**src/rtl/rtc_bus_pkg.sv**
```systemverilog
// Shared definitions for the RTC multiplexed-bus sequencers: strobe bit positions,
// per-state strobe encodings, default phase lengths and the sequencer state type.
package rtc_bus_pkg;

    localparam int unsigned CtrlCs = 3;
    localparam int unsigned CtrlAd = 2;
    localparam int unsigned CtrlRd = 1;
    localparam int unsigned CtrlWr = 0;

    // Active-low strobes, ordered {CS, AD, RD, WR}
    localparam logic [3:0] CtrlIdle  = 4'b1111;
    localparam logic [3:0] CtrlAsu   = 4'b1011;
    localparam logic [3:0] CtrlAddr  = 4'b0010;
    localparam logic [3:0] CtrlAhld  = 4'b1011;
    localparam logic [3:0] CtrlTurn  = 4'b1111;
    localparam logic [3:0] CtrlRdStb = 4'b0101;
    localparam logic [3:0] CtrlRec   = 4'b1111;

    localparam int unsigned DefTAsu  = 2;
    localparam int unsigned DefTAddr = 6;
    localparam int unsigned DefTAhld = 2;
    localparam int unsigned DefTTurn = 12;
    localparam int unsigned DefTRd   = 6;
    localparam int unsigned DefTRec  = 9;

    localparam int unsigned PhaseCntW = 8;

    typedef enum logic [2:0] {
        StIdle,
        StAsu,
        StAddr,
        StAhld,
        StTurn,
        StRd,
        StRec
    } rtc_state_e;

    function automatic logic [3:0] ctrl_of_state(rtc_state_e st);
        logic [3:0] c;
        c = CtrlIdle;
        unique case (st)
            StIdle:  c = CtrlIdle;
            StAsu:   c = CtrlAsu;
            StAddr:  c = CtrlAddr;
            StAhld:  c = CtrlAhld;
            StTurn:  c = CtrlTurn;
            StRd:    c = CtrlRdStb;
            StRec:   c = CtrlRec;
            default: c = CtrlIdle;
        endcase
        return c;
    endfunction

endpackage

```
**src/rtl/rtc_phase_timer.sv**
```systemverilog
// Loadable down-counter; tc is high while the count sits at zero.
module rtc_phase_timer #(
    parameter int unsigned Width = 8
) (
    input  logic             clk,
    input  logic             reset,
    input  logic             load,
    input  logic [Width-1:0] load_val,
    output logic             tc
);

    logic [Width-1:0] cnt_q;

    always_ff @(posedge clk or posedge reset) begin
        if (reset) begin
            cnt_q <= '0;
        end else if (load) begin
            cnt_q <= load_val;
        end else if (cnt_q != '0) begin
            cnt_q <= cnt_q - 1'b1;
        end
    end

    assign tc = (cnt_q == '0);

endmodule

```
**src/rtl/rtc_read_seq.sv**
```systemverilog
// Burst read sequencer for an RTC on a multiplexed address/data bus: address phase,
// turnaround, read strobe and recovery per register, with auto-incrementing address.
module rtc_read_seq
    import rtc_bus_pkg::*;
#(
    parameter int unsigned T_ASU  = DefTAsu,
    parameter int unsigned T_ADDR = DefTAddr,
    parameter int unsigned T_AHLD = DefTAhld,
    parameter int unsigned T_TURN = DefTTurn,
    parameter int unsigned T_RD   = DefTRd,
    parameter int unsigned T_REC  = DefTRec
) (
    input  logic       clk,
    input  logic       reset,
    input  logic       start,
    input  logic [7:0] base_addr,
    input  logic [2:0] num_regs,
    input  logic [7:0] bus_in,
    output logic [3:0] control,
    output logic [7:0] bus_out,
    output logic       bus_oe,
    output logic [7:0] data_out,
    output logic [7:0] data_addr,
    output logic       data_valid,
    output logic       busy,
    output logic       done
);

    rtc_state_e state_q, state_d;
    logic [7:0] addr_q, addr_d;
    logic [2:0] remain_q, remain_d;
    logic [3:0] control_q;
    logic       bus_oe_q, busy_q, done_q, done_d;
    logic [7:0] data_out_q, data_addr_q;
    logic       data_valid_q, capture;
    logic       load, tc;
    logic [PhaseCntW-1:0] load_val;

    // Counter is loaded with length-1 so tc marks the last cycle of a phase
    function automatic logic [PhaseCntW-1:0] phase_len(rtc_state_e st);
        logic [PhaseCntW-1:0] n;
        n = '0;
        unique case (st)
            StAsu:   n = PhaseCntW'(T_ASU - 1);
            StAddr:  n = PhaseCntW'(T_ADDR - 1);
            StAhld:  n = PhaseCntW'(T_AHLD - 1);
            StTurn:  n = PhaseCntW'(T_TURN - 1);
            StRd:    n = PhaseCntW'(T_RD - 1);
            StRec:   n = PhaseCntW'(T_REC - 1);
            default: n = '0;
        endcase
        return n;
    endfunction

    rtc_phase_timer #(
        .Width(PhaseCntW)
    ) u_timer (
        .clk     (clk),
        .reset   (reset),
        .load    (load),
        .load_val(load_val),
        .tc      (tc)
    );

    always_comb begin
        state_d  = state_q;
        addr_d   = addr_q;
        remain_d = remain_q;
        done_d   = 1'b0;
        unique case (state_q)
            StIdle: begin
                if (start) begin
                    if (num_regs != 3'd0) begin
                        state_d  = StAsu;
                        addr_d   = base_addr;
                        remain_d = num_regs;
                    end else begin
                        done_d = 1'b1;
                    end
                end
            end
            StAsu:  if (tc) state_d = StAddr;
            StAddr: if (tc) state_d = StAhld;
            StAhld: if (tc) state_d = StTurn;
            StTurn: if (tc) state_d = StRd;
            StRd:   if (tc) state_d = StRec;
            StRec: begin
                if (tc) begin
                    if (remain_q > 3'd1) begin
                        state_d  = StAsu;
                        addr_d   = addr_q + 8'd1;
                        remain_d = remain_q - 3'd1;
                    end else begin
                        state_d  = StIdle;
                        remain_d = 3'd0;
                        done_d   = 1'b1;
                    end
                end
            end
            default: state_d = StIdle;
        endcase
        load     = (state_d != state_q);
        load_val = phase_len(state_d);
        capture  = (state_q == StRd) && tc;
    end

    always_ff @(posedge clk or posedge reset) begin
        if (reset) begin
            state_q      <= StIdle;
            addr_q       <= '0;
            remain_q     <= '0;
            control_q    <= CtrlIdle;
            bus_oe_q     <= 1'b0;
            busy_q       <= 1'b0;
            done_q       <= 1'b0;
            data_out_q   <= '0;
            data_addr_q  <= '0;
            data_valid_q <= 1'b0;
        end else begin
            state_q      <= state_d;
            addr_q       <= addr_d;
            remain_q     <= remain_d;
            control_q    <= ctrl_of_state(state_d);
            bus_oe_q     <= (state_d == StAsu) || (state_d == StAddr) || (state_d == StAhld);
            busy_q       <= (state_d != StIdle);
            done_q       <= done_d;
            data_valid_q <= capture;
            if (capture) begin
                data_out_q  <= bus_in;
                data_addr_q <= addr_q;
            end
        end
    end

    assign control    = control_q;
    assign bus_out    = addr_q;
    assign bus_oe     = bus_oe_q;
    assign busy       = busy_q;
    assign done       = done_q;
    assign data_out   = data_out_q;
    assign data_addr  = data_addr_q;
    assign data_valid = data_valid_q;

endmodule

```
**config.mk**
```make
export PLATFORM = sky130hd
export DESIGN_NAME = rtc_read_seq
export DESIGN_NICKNAME = d
export VERILOG_FILES = /design/src/rtl/rtc_bus_pkg.sv /design/src/rtl/rtc_phase_timer.sv /design/src/rtl/rtc_read_seq.sv
export SDC_FILE = /design/constraint.sdc
export NUM_CORES = 1
export LEC_CHECK = 0
export BUFFER_PORTS_ARGS = -buffer_cell sky130_fd_sc_hd__buf_4
export CAP_MARGIN = 10
export CORE_UTILIZATION = 54
export DETAILED_ROUTE_END_ITERATION = 6
export PLACE_DENSITY_LB_ADDON = 0.05
export SLEW_MARGIN = 40
export SYNTH_ARGS = -nofsm -noshare
export SYNTH_HDL_FRONTEND = slang
export SYNTH_HIERARCHICAL = 1
export SYNTH_SLANG_ARGS = --single-unit
```
**constraint.sdc**
```tcl
create_clock -name clk -period 3.1 [get_ports clk]
set_input_delay 0.775 -clock clk [delete_from_list [all_inputs] [get_ports clk]]
set_output_delay 0.775 -clock clk [all_outputs]
set_load 0.03 [all_outputs]
```
Word level (Yosys, flattened, before mapping)
Cells that the tools add are included.

Input bits: 22. Word-level logic and storage cells: 75. Bits in registers: 46.

Magnitude comparators: 1. Equal/unequal tests: 17. Mux-type cells: 29. Reductions and logical operators: 14. Add/sub/neg operators: 3.

Operators by type and width (number): $mux 8 (6); $mux 3 (12); $pmux 3 s7 (1); $eq 3x3->1 const B (6); $pmux 4 s4 (1); $pmux 8 s2 (1); $eq 3x2->1 const B (4); $pmux 4 s3 (1); $add 8x1->8 const B (1); $logic_not 8->1 (1); $ne 2x2->1 const B (4); $reduce_bool 8->1 (1); $sub 8x1->8 const B (1); $eq 3x1->1 const B (2); $pmux 3 s2 (1); $reduce_bool 3->1 (2); $mux 1 (5); $reduce_and 5->1 (1); $reduce_and 4->1 (1); $reduce_bool 2->1 (2); $reduce_or 2->1 (2); $gt 3x1->1 const B (1); $logic_not 3->1 (1); $ne 3x3->1 (1); 4 further kinds (5).

Longest topological paths before layout
Gate-level depths: netlist (run 1).

Depth in word-level cells: 8. Gate-level depth with buffers: 13. Gate-level depth less buffers: 10.

Modules after synthesis
The synthesis (run 1) kept the hierarchy.

Modules (own cells, without submodules): rtc_read_seq (cells an instance 178, instances 1, seq. area each 955.9 µm², area an instance 1918.1 µm²); rtc_phase_timer (cells an instance 56, instances 1, seq. area each 200.2 µm², area an instance 496.7 µm²).

Worst setup path after synthesis (run 1)
No wires, ideal clock.

Path type: register to register. Start: register u_timer.cnt_q[0]. End: register u_timer.cnt_q[6]. Path slack: 0.278 ns. Cell stages (with the launch flop): 14. Clock period less this slack: 2.822 ns. Path buffers: 4. Data arrival time: 2.744 ns. Cells stage by stage: dfrtp_1 -> inv_1 -> ha_1 -> or4b_1 -> buf_2 -> nor2_2 -> clkbuf_1 -> inv_1 -> a21oi_1 -> o22a_1 -> buf_1 -> clkbuf_1 -> a31oi_1 -> a21oi_1.

Word-level cells in the longest chain between the ends: 5. Elaborated cells on any way between the ends: 14. Those cells by class: add/sub (1); eq/ne (1); mux (9); reduce/logical (3).

RTL lines: start: declaration (RTL line rtc_phase_timer.sv:12) `logic [Width-1:0] cnt_q;`; start signal: assignment (RTL line rtc_phase_timer.sv:18) `cnt_q <= load_val;`; start signal: assignment (RTL line rtc_phase_timer.sv:20) `cnt_q <= cnt_q - 1'b1;`; $logic_not 8->1 * (RTL line rtc_phase_timer.sv:24) `assign tc = (cnt_q == '0);`; net tc (RTL line rtc_read_seq.sv:36) `logic load, tc;`; $mux 3, or another cell as far along (RTL line rtc_read_seq.sv:88) `if (tc) begin`; $pmux 3 s7 * (RTL line rtc_read_seq.sv:70) `unique case (state_q)`; $ne 3x3->1 * (RTL line rtc_read_seq.sv:102) `load = (state_d != state_q);`; net load (RTL line rtc_read_seq.sv:36); $mux 8 or $reduce_bool 2->1 (tied branches).

Mark *: on every way through the listed nets, which the timed path passes. The rest lies on a longest branch. The select of a mux whose other input is x is not followed. A chain may end at the register's enable or synchronous reset.

Final worst setup path (run 1)
Start: register u_timer.cnt_q[0]. End: register u_timer.cnt_q[7].

Same word-level chain as after synthesis.

==> summary.txt, run 1 <==
Place
  – DPL Wire Length: 3380 um
  – GPL Wtd Cong: 0.862
  – # port buffers: 53

Setup path
  – WP data required: around 3.3 ns
  – WS Path Type: flip-flop to flip-flop
  – Crit path launch: u_timer/cnt_q[0]
  – R2r setup slk: around 0.32 ns
  – Crit path capture type: flip-flop
  – Element type at the critical path start: flip-flop
  – Reg2Reg Launch Point: u_timer/cnt_q[0]
  – Reg2Reg Capture Point: u_timer/cnt_q[7]
  – Crit path arrival time: slightly below 3 ns
  – R2r worst-path depth: 8
  – CP Max Fanout: 17

Synth
  – Mux cell area share after synthesis: about 7.9%
  – Unique masters post-synth: 58
  – Register area share after synthesis: 47.9%
  – Async S/R FF share, synth: 100%
  – Post-synth top flop: dfrtp_1
  – Synth top area share: ~44%
  – Syn Inst Count: around 230
  – Ranking of synthesized cells by area: dfrtp_1 44%, mux2_2 7.5%, dfstp_2 4.4%, nand2_1 3.4%, a21oi_1 2.9%
  – Synth Area in Compound Gates: around a fifth
  – Mapped cell area: about 0.0024 sq mm
  – Xor/xnor share of the synthesized area: 0.725%
  – Yosys warns: 6
  – Synth Area in Adders: 2.07%
  – Synthesized area per cell: approximately 10 sq um
  – Count leader, synth: dfrtp_1
  – Synth Register Bits: 46
  – EDFF count, synth: 0
  – Synth Area in Simple Gates: between 10% and 20%
  – Largest family of logic cells by synthesized area: compound AO/OA/AOI/OAI gates
  – Top cells by count, synth: 42 x dfrtp_1, 22 x nand2_1, 16 x mux2_2
  – Area leader, netlist: dfrtp_1

Final layout
  – Area delta synth->final: 23.0%
  – Fraction of layout cells with a size suffix above 1: between 30 and 40%
  – Filler instances: 330
  – Area occupied by multi-input gates: approximately 0.0011 sq mm
  – Final core utilization: 71.7%
  – Antenna Cells: 0
  – Register area: approximately 0.0012 sq mm
  – Layout Nets: approximately 310

STA
  – Hold Vio Cnt, Final: 0
  – Final setup fails: 0
  – Period minus WS final: 2.78 ns
  – WHS: roughly 0.43 ns
  – Setup Skew: between 0.005 and 0.006 ns
  – Rel. slew slack: around 54%
  – Tcrit/Tclk final: roughly nine tenths
  – Slew Viols, Final: 0
  – RSZ-0062 raised after global routing: false
  – Worst Max-Slew Pin Slew: ~0.7 ns
  – Fmax achieved: about 360 MHz
  – TNS Setup: 0 ns

Global routing
  – Number of global-route vias before repair: between 1,500 and 2,000
  – Grt ovf: 0
  – Antenna violations before repair: 0
  – Tot GR Track Use: 22.8%
  – Largest net degree at the start of global routing: 39
  – First-pass GRT wire length: approximately 8000 um

Hold path
  – Tightest Hold Check Type: input pin to asynchronous set/reset pin

Clock tree
  – CTS tree: done
  – CTS max path bufs: 2
  – Sink Count: between 40 and 50
  – Number of buffers inserted by hold repair at cts: 0
  – CTS Buf Count: 5
  – CTS root buf: clkbuf_8
  – Post-CTS Resized: 0
  – H-tree depth reported by CTS: 2
  – Clk_lat worst skew: 0.30 ns
  – Clk pin slew, worst setup/hold paths: about 0.080 ns
  – Post-CTS Setup Repair Bufs: 0

Die
  – Chip height: 68.9 um
  – Io pins: between 50 and 60
  – Row count: 23
  – Initial core utilization: between 50% and 60%
  – Chip width: between 60 and 70 um
  – Core area: a little over 0.004 sq mm
  – Die Area: between 0.004 and 0.005 sq mm

Detailed routing
  – Initial DRT Pass Iterations: 4
  – Vias/cell: between 5 and 6
  – Vias: about 1,900
  – Antenna Nets Post-Route: 0
  – DRT iter0 DRCs: approximately 120
  – Avg WL per Cell: roughly 14 um
  – Total wire length: a little under 5000 um
  – Drc violations: 0

Power
  – PwrDens: just over 800 mW/mm^2
  – Pwr Total: 2.43 mW
  – Static Leakage: about 1.4 nW
  – VDD IR max: 0.000523 V

Job
  – Maxcap violations: 0

Outcome
  – Result of the run: completed
==> final cells by class <==
type	count	share of cell area, %
timing repair buffer	58	14.7
clock buffer	7	2.91
clock inverter	1	1.01
sequential	46	38.9
inverter	14	1.77
tap	50	2.11
multi-input combinational	162	38.6
==> kinds of logic after synthesis <==
kind of cell | count (synthesis)
AO/OA/AOI/OAI | 70
XOR/XNOR | 2
adder cells (fa/ha/maj) | 4
buffers and inverters | 29
flip-flops | 46
multiplexers | 17
other | 1
AND/OR/NAND/NOR | 65
==> placed cells by master, fill, tap and decap left out, types with 4 or more instances in the layout <==
| cell type | count |
|---|---|
| buf_4 | 58 |
| dfrtp_1 | 42 |
| nand2_1 | 22 |
| mux2_2 | 16 |
| inv_1 | 14 |
| a21oi_1 | 14 |
| o21ai_0 | 11 |
| nor2_1 | 9 |
| clkbuf_8 | 6 |
| a2bb2oi_1 | 5 |
| nor3_1 | 5 |
| o31a_1 | 4 |
| nand3_1 | 4 |
| ha_1 | 4 |
| dfstp_2 | 4 |
| conb_1 | 4 |
==> flip-flops by register name (all words and copies together) (netlist names) <==
signal / count
data_out: 8
done: 1
data_addr: 8
control: 4
u_timer/cnt_q: 8
bus_oe: 1
state_q: 3
data_valid: 1
busy: 1
bus_out: 8
remain_q: 3
==> power by group <==
group          switching (mW)  internal, mW  total (mW)
clock                   0.194         0.263       0.457
sequential              0.209         0.767       0.975
combinational           0.567         0.426       0.993
==> per-stage QoR <==
| stage | area (sq um) | setup WS, ns | instances |
|---|---|---|---|
| finish | 2970 | 0.318 | 338 |
| global route | 2970 | 0.136 | 338 |
| CTS | 2970 | 0.318 | 338 |
| detailed placement | 2850 | 0.339 | 330 |
| global placement | 2850 | 0.397 | 330 |
| floorplan | 2430 | 0.278 | 237 |
==> worst max-delay path, stage by stage (launching register included) <==
cell and delay [ns]:
dfrtp_1 0.41, inv_1 0.09, ha_1 0.23, or4b_1 0.59
nor2_2 0.22, buf_4 0.21, o22a_1 0.48, nor3_1 0.10
a221o_1 0.34
==> how the worst max path moves through the flow <==
stage                             endpoint
after detailed placement  u_timer/cnt_q[7]
final                     u_timer/cnt_q[7]
after CTS                 u_timer/cnt_q[7]
after global placement    u_timer/cnt_q[7]
after global routing      u_timer/cnt_q[7]
after floorplan           u_timer/cnt_q[6]
==> routing by layer <==
metal / up-vias / global-route usage (%) / routed length, um
met5: - / 0 / 0
met3: 7 / 4.61 / 235
met1: 928 / 30.7 / 2230
met2: 54 / 36.8 / 2350
met4: 0 / 6.89 / 42
li1: 956 / - / -
No activity file was read; power rests on OpenSTA's default activity.
==> run 2, diff against run 1 <==
--- a/config.mk
+++ b/config.mk
@@ -5,8 +5,10 @@
 export SDC_FILE = /design/constraint.sdc
 export NUM_CORES = 1
 export LEC_CHECK = 0
+export ABC_AREA = 1
 export BUFFER_PORTS_ARGS = -buffer_cell sky130_fd_sc_hd__buf_4
 export CAP_MARGIN = 10
+export CORE_MARGIN = 4
 export CORE_UTILIZATION = 54
 export DETAILED_ROUTE_END_ITERATION = 6
 export PLACE_DENSITY_LB_ADDON = 0.05
==> constraint.sdc (replaced) <==
create_clock -name clk -period 2.7 [get_ports clk]
set_input_delay 0.675 -clock clk [delete_from_list [all_inputs] [get_ports clk]]
set_output_delay 0.675 -clock clk [all_outputs]
set_load 0.03 [all_outputs]
==> run 2 against run 1 <==
Die area is 23% higher. Synthesized cell count increased by 45%. Count of clock-buffer cells in the layout fell by 2. Sequential cell count is the same. Worst hold slack got worse by 0.11 ns. Sequential power up 20%. Via count rose by 16%. Clock power down 4.8%. Combinational power grew 81%. Global-route usage decreased by 2.4 points. Critical path type unchanged.
==> summary.txt, run 2 <==
Outcome
  – Result of the run: completed (unchanged)

Place
  – DPL Wire Length: 4150 um (was 3380 um)
  – GPL Wtd Cong: 0.835 (was 0.862)
  – # port buffers: 53 (unchanged)

Power
  – Int Power: 1.77 mW (was 1.46 mW)
  – VDD IR max: 0.000594 V (was 0.000523 V)
  – Combinational share of power: 52.9% (was 40.9%)
  – Sequential group share of total power: 34.4% (was 40.2%)
  – Sw Pwr: 1.65 mW (was 0.970 mW)
  – Clock power frac: 12.7% (was 18.8%)
  – Switch share: 48.2% (was 40.0%)
  – PwrDens: 1100 mW/mm^2 (was 816 mW/mm^2)
  – Static Leakage: 1.71 nW (was 1.43 nW)

Global routing
  – First-pass GRT wire length: 9850 um (was 7910 um)
  – Grt ovf: 0 (unchanged)
  – Antenna violations before repair: 0 (unchanged)
  – Largest net degree at the start of global routing: 23 (was 39)
  – Number of global-route vias before repair: 2,204 (was 1,777)
  – Tot GR Track Use: 20.4% (was 22.8%)

Synth
  – Synth top area share: 41.7% (was 43.5%)
  – Count leader, synth: nand2_1 (was dfrtp_1)
  – Post-synth top flop: dfrtp_1 (unchanged)
  – Synth Register Bits: 46 (unchanged)
  – Synthesized area per cell: 7.44 sq um (was 10.3 sq um)
  – Register area share after synthesis: 45.8% (was 47.9%)
  – Area leader, netlist: dfrtp_1 (unchanged)
  – Syn Inst Count: 339 (was 234)
  – Top cells by count, synth: 145 x nand2_1, 42 x dfrtp_1, 34 x inv_1 (was 42 x dfrtp_1, 22 x nand2_1, 16 x mux2_2)
  – EDFF count, synth: 0 (unchanged)
  – Unique masters post-synth: 30 (was 58)
  – Async S/R FF share, synth: 100% (unchanged)
  – Mapped cell area: 0.00252 sq mm (was 0.00241 sq mm)
  – Yosys warns: 6 (unchanged)
  – Ranking of synthesized cells by area: dfrtp_1 42%, nand2_1 22%, nand3_1 5.2%, inv_1 5.1%, dfstp_2 4.2% (was dfrtp_1 44%, mux2_2 7.5%, dfstp_2 4.4%, nand2_1 3.4%, a21oi_1 2.9%)

STA
  – Tcrit/Tclk final: 87.2% (was 89.7%)
  – RSZ-0062 raised after global routing: false (unchanged)
  – Final setup fails: 0 (unchanged)
  – Hold Vio Cnt, Final: 0 (unchanged)
  – Slew Viols, Final: 0 (unchanged)
  – Rel. slew slack: 58.8% (was 54.0%)
  – Setup Skew: 0.00880 ns (was 0.00580 ns)
  – Fmax achieved: 425 MHz (was 360 MHz)
  – Worst Max-Slew Pin Slew: 0.617 ns (was 0.691 ns)
  – Period minus WS final: 2.36 ns (was 2.78 ns)
  – TNS Setup: 0 ns (unchanged)
  – WHS: 0.325 ns (was 0.435 ns)

Final layout
  – Antenna Cells: 0 (unchanged)
  – Most frequent cells in the layout: 145 x nand2_1, 57 x buf_4, 42 x dfrtp_1 (was 58 x buf_4, 42 x dfrtp_1, 22 x nand2_1)
  – Layout Nets: 427 (was 313)
  – Area occupied by multi-input gates: 0.00121 sq mm (was 0.00115 sq mm)
  – Most common cell after layout, fill and taps aside: nand2_1 (was buf_4)
  – Fraction of layout cells with a size suffix above 1: 24.4% (was 33.0%)
  – Area delta synth->final: 22.6% (was 23.0%)
  – Register area: 0.00116 sq mm (unchanged)
  – Filler instances: 385 (was 330)

Setup path
  – CP Max Fanout: 12 (was 17)
  – Worst path top cell family by delay: simple AND/OR/NAND/NOR gates (unchanged)
  – WP buf/inv: 4 (was 2)
  – R2r worst-path depth: 15 (was 8)
  – CP max-delay cell: dfrtp_1 (was or4b_1)
  – WS Path Type: flip-flop to flip-flop (unchanged)
  – Worst path most repeated cell: nand2_1
  – Element type at the critical path start: flip-flop (unchanged)
  – Largest stage delay, worst path: 0.38 ns (was 0.59 ns)
  – WP depth: 15 (was 8)
  – CP cell instances: inv_1 > ha_1 > nand2_4 > nor2_8 > inv_1 > nand2_1 > nand2_1 > nand2_1 > nand3_2 > o21ai_0 > buf_4 > inv_1 > nand2_4 > nand2_1 > o21ai_2 (was inv_1 > ha_1 > or4b_1 > nor2_2 > buf_4 > o22a_1 > nor3_1 > a221o_1)
  – Crit path arrival time: 2.59 ns (was 2.97 ns)
  – Crit path capture type: flip-flop (unchanged)
  – WP data required: 2.93 ns (was 3.29 ns)

Die
  – Chip width: 76.3 um (was 68.9 um)
  – Core area: 0.00444 sq mm (was 0.00414 sq mm)
  – Die Area: 0.00583 sq mm (was 0.00474 sq mm)
  – Initial core utilization: 56.8% (was 58.3%)
  – Chip height: 76.3 um (was 68.9 um)
  – Io pins: 54 (unchanged)
  – Row count: 24 (was 23)

Clock tree
  – H-tree depth reported by CTS: 2 (unchanged)
  – Clk pin slew, worst setup/hold paths: 0.09 ns (was 0.08 ns)
  – Post-CTS Setup Repair Bufs: 0 (unchanged)
  – CTS max path bufs: 2 (unchanged)
  – Clk_lat worst skew: 0.30 ns (about the same)
  – CTS Buf Count: 5 (unchanged)
  – Post-CTS Resized: 0 (unchanged)
  – CTS tree: done (unchanged)
  – Number of buffers inserted by hold repair at cts: 0 (unchanged)
  – Sink Count: 46 (unchanged)
  – CTS root buf: clkbuf_8 (unchanged)

Detailed routing
  – DRT iter0 DRCs: 115 (was 119)
  – Total wire length: 5520 um (was 4860 um)
  – Antenna Nets Post-Route: 0 (unchanged)
  – Vias/cell: 4.98 (was 5.75)
  – Avg WL per Cell: 12.1 um (was 14.4 um)
  – Initial DRT Pass Iterations: 4 (unchanged)
  – Drc violations: 0 (unchanged)
  – Vias: 2,263 (was 1,945)

Hold path
  – Tightest Hold Check Type: input pin to asynchronous set/reset pin (unchanged)

Job
  – Maxcap violations: 0 (unchanged)
==> run 2: cell count changes after synthesis, sizes merged, moves of 5 or more <==
cell,before,now
nand2,22,157
inv,14,38
nand3,5,27
mux2,16,0
nor2,10,23
o21ai,12,24
a21oi,15,4
buf,11,5
a2bb2oi,5,0
nor3,5,0
==> run 2: logic make-up after synthesis <==
family	count (synthesis)	synth area share, %
AND/OR/NAND/NOR	210	37.1
flip-flops	46	45.8
AO/OA/AOI/OAI	32	7.14
buffers and inverters	43	6.75
adder cells (fa/ha/maj)	4	1.98
other	1	0.149
XOR/XNOR	3	1.04
==> run 2: final timing paths <==
kind	start	slack, ns	to
setup / recovery	u_timer/cnt_q[0]	0.34	u_timer/cnt_q[1]
hold / removal	reset	0.32	u_timer/cnt_q[5]
setup reg to reg	u_timer/cnt_q[0]	0.34	u_timer/cnt_q[1]
hold reg to reg	data_out[4]	0.48	data_out[4]
max in group asynchronous	reset	1.80	remain_q[2]
min in group clk	data_out[4]	0.48	data_out[4]
==> run 2: area by class of cell <==
type                            instances  area share, %
Multi-Input combinational cell        253           39.0
Timing Repair Buffer                   57           13.8
Clock buffer                            5           2.22
Clock inverter                          3          0.809
Tap cell                               52           2.10
Sequential cell                        46           37.4
Inverter                               38           4.61
==> run 2: power groups by stage <==
stage          Sequential [mW]  Combinational (mW)  Clock [mW]
5_1_grt                   1.21                2.05       0.484
3_5_place_dp              1.18                1.80           0
4_1_cts                   1.17                1.81       0.449
2_1_floorplan             1.41                1.08           0
6_report                  1.17                1.80       0.435
3_3_place_gp              1.18                1.77           0
==> run 2: metrics by stage <==
step	area (sq um)	total power, mW	setup WS [ns]	std cells	utilization, %
floorplan	2530	2.48	0.336	342	-
global placement	3000	2.95	0.451	446	67.5
detailed placement	3000	2.99	0.362	446	67.5
CTS	3090	3.43	0.334	454	69.6
global route	3090	3.74	0.0605	454	69.6
finish	3090	3.41	0.345	454	69.6
==> run 2: per-layer routing <==
layer	wire length (um)	track usage, %
met1	2550	26.5
met2	2580	33.0
met3	290	5.79
met4	98	6.34
met5	0	0
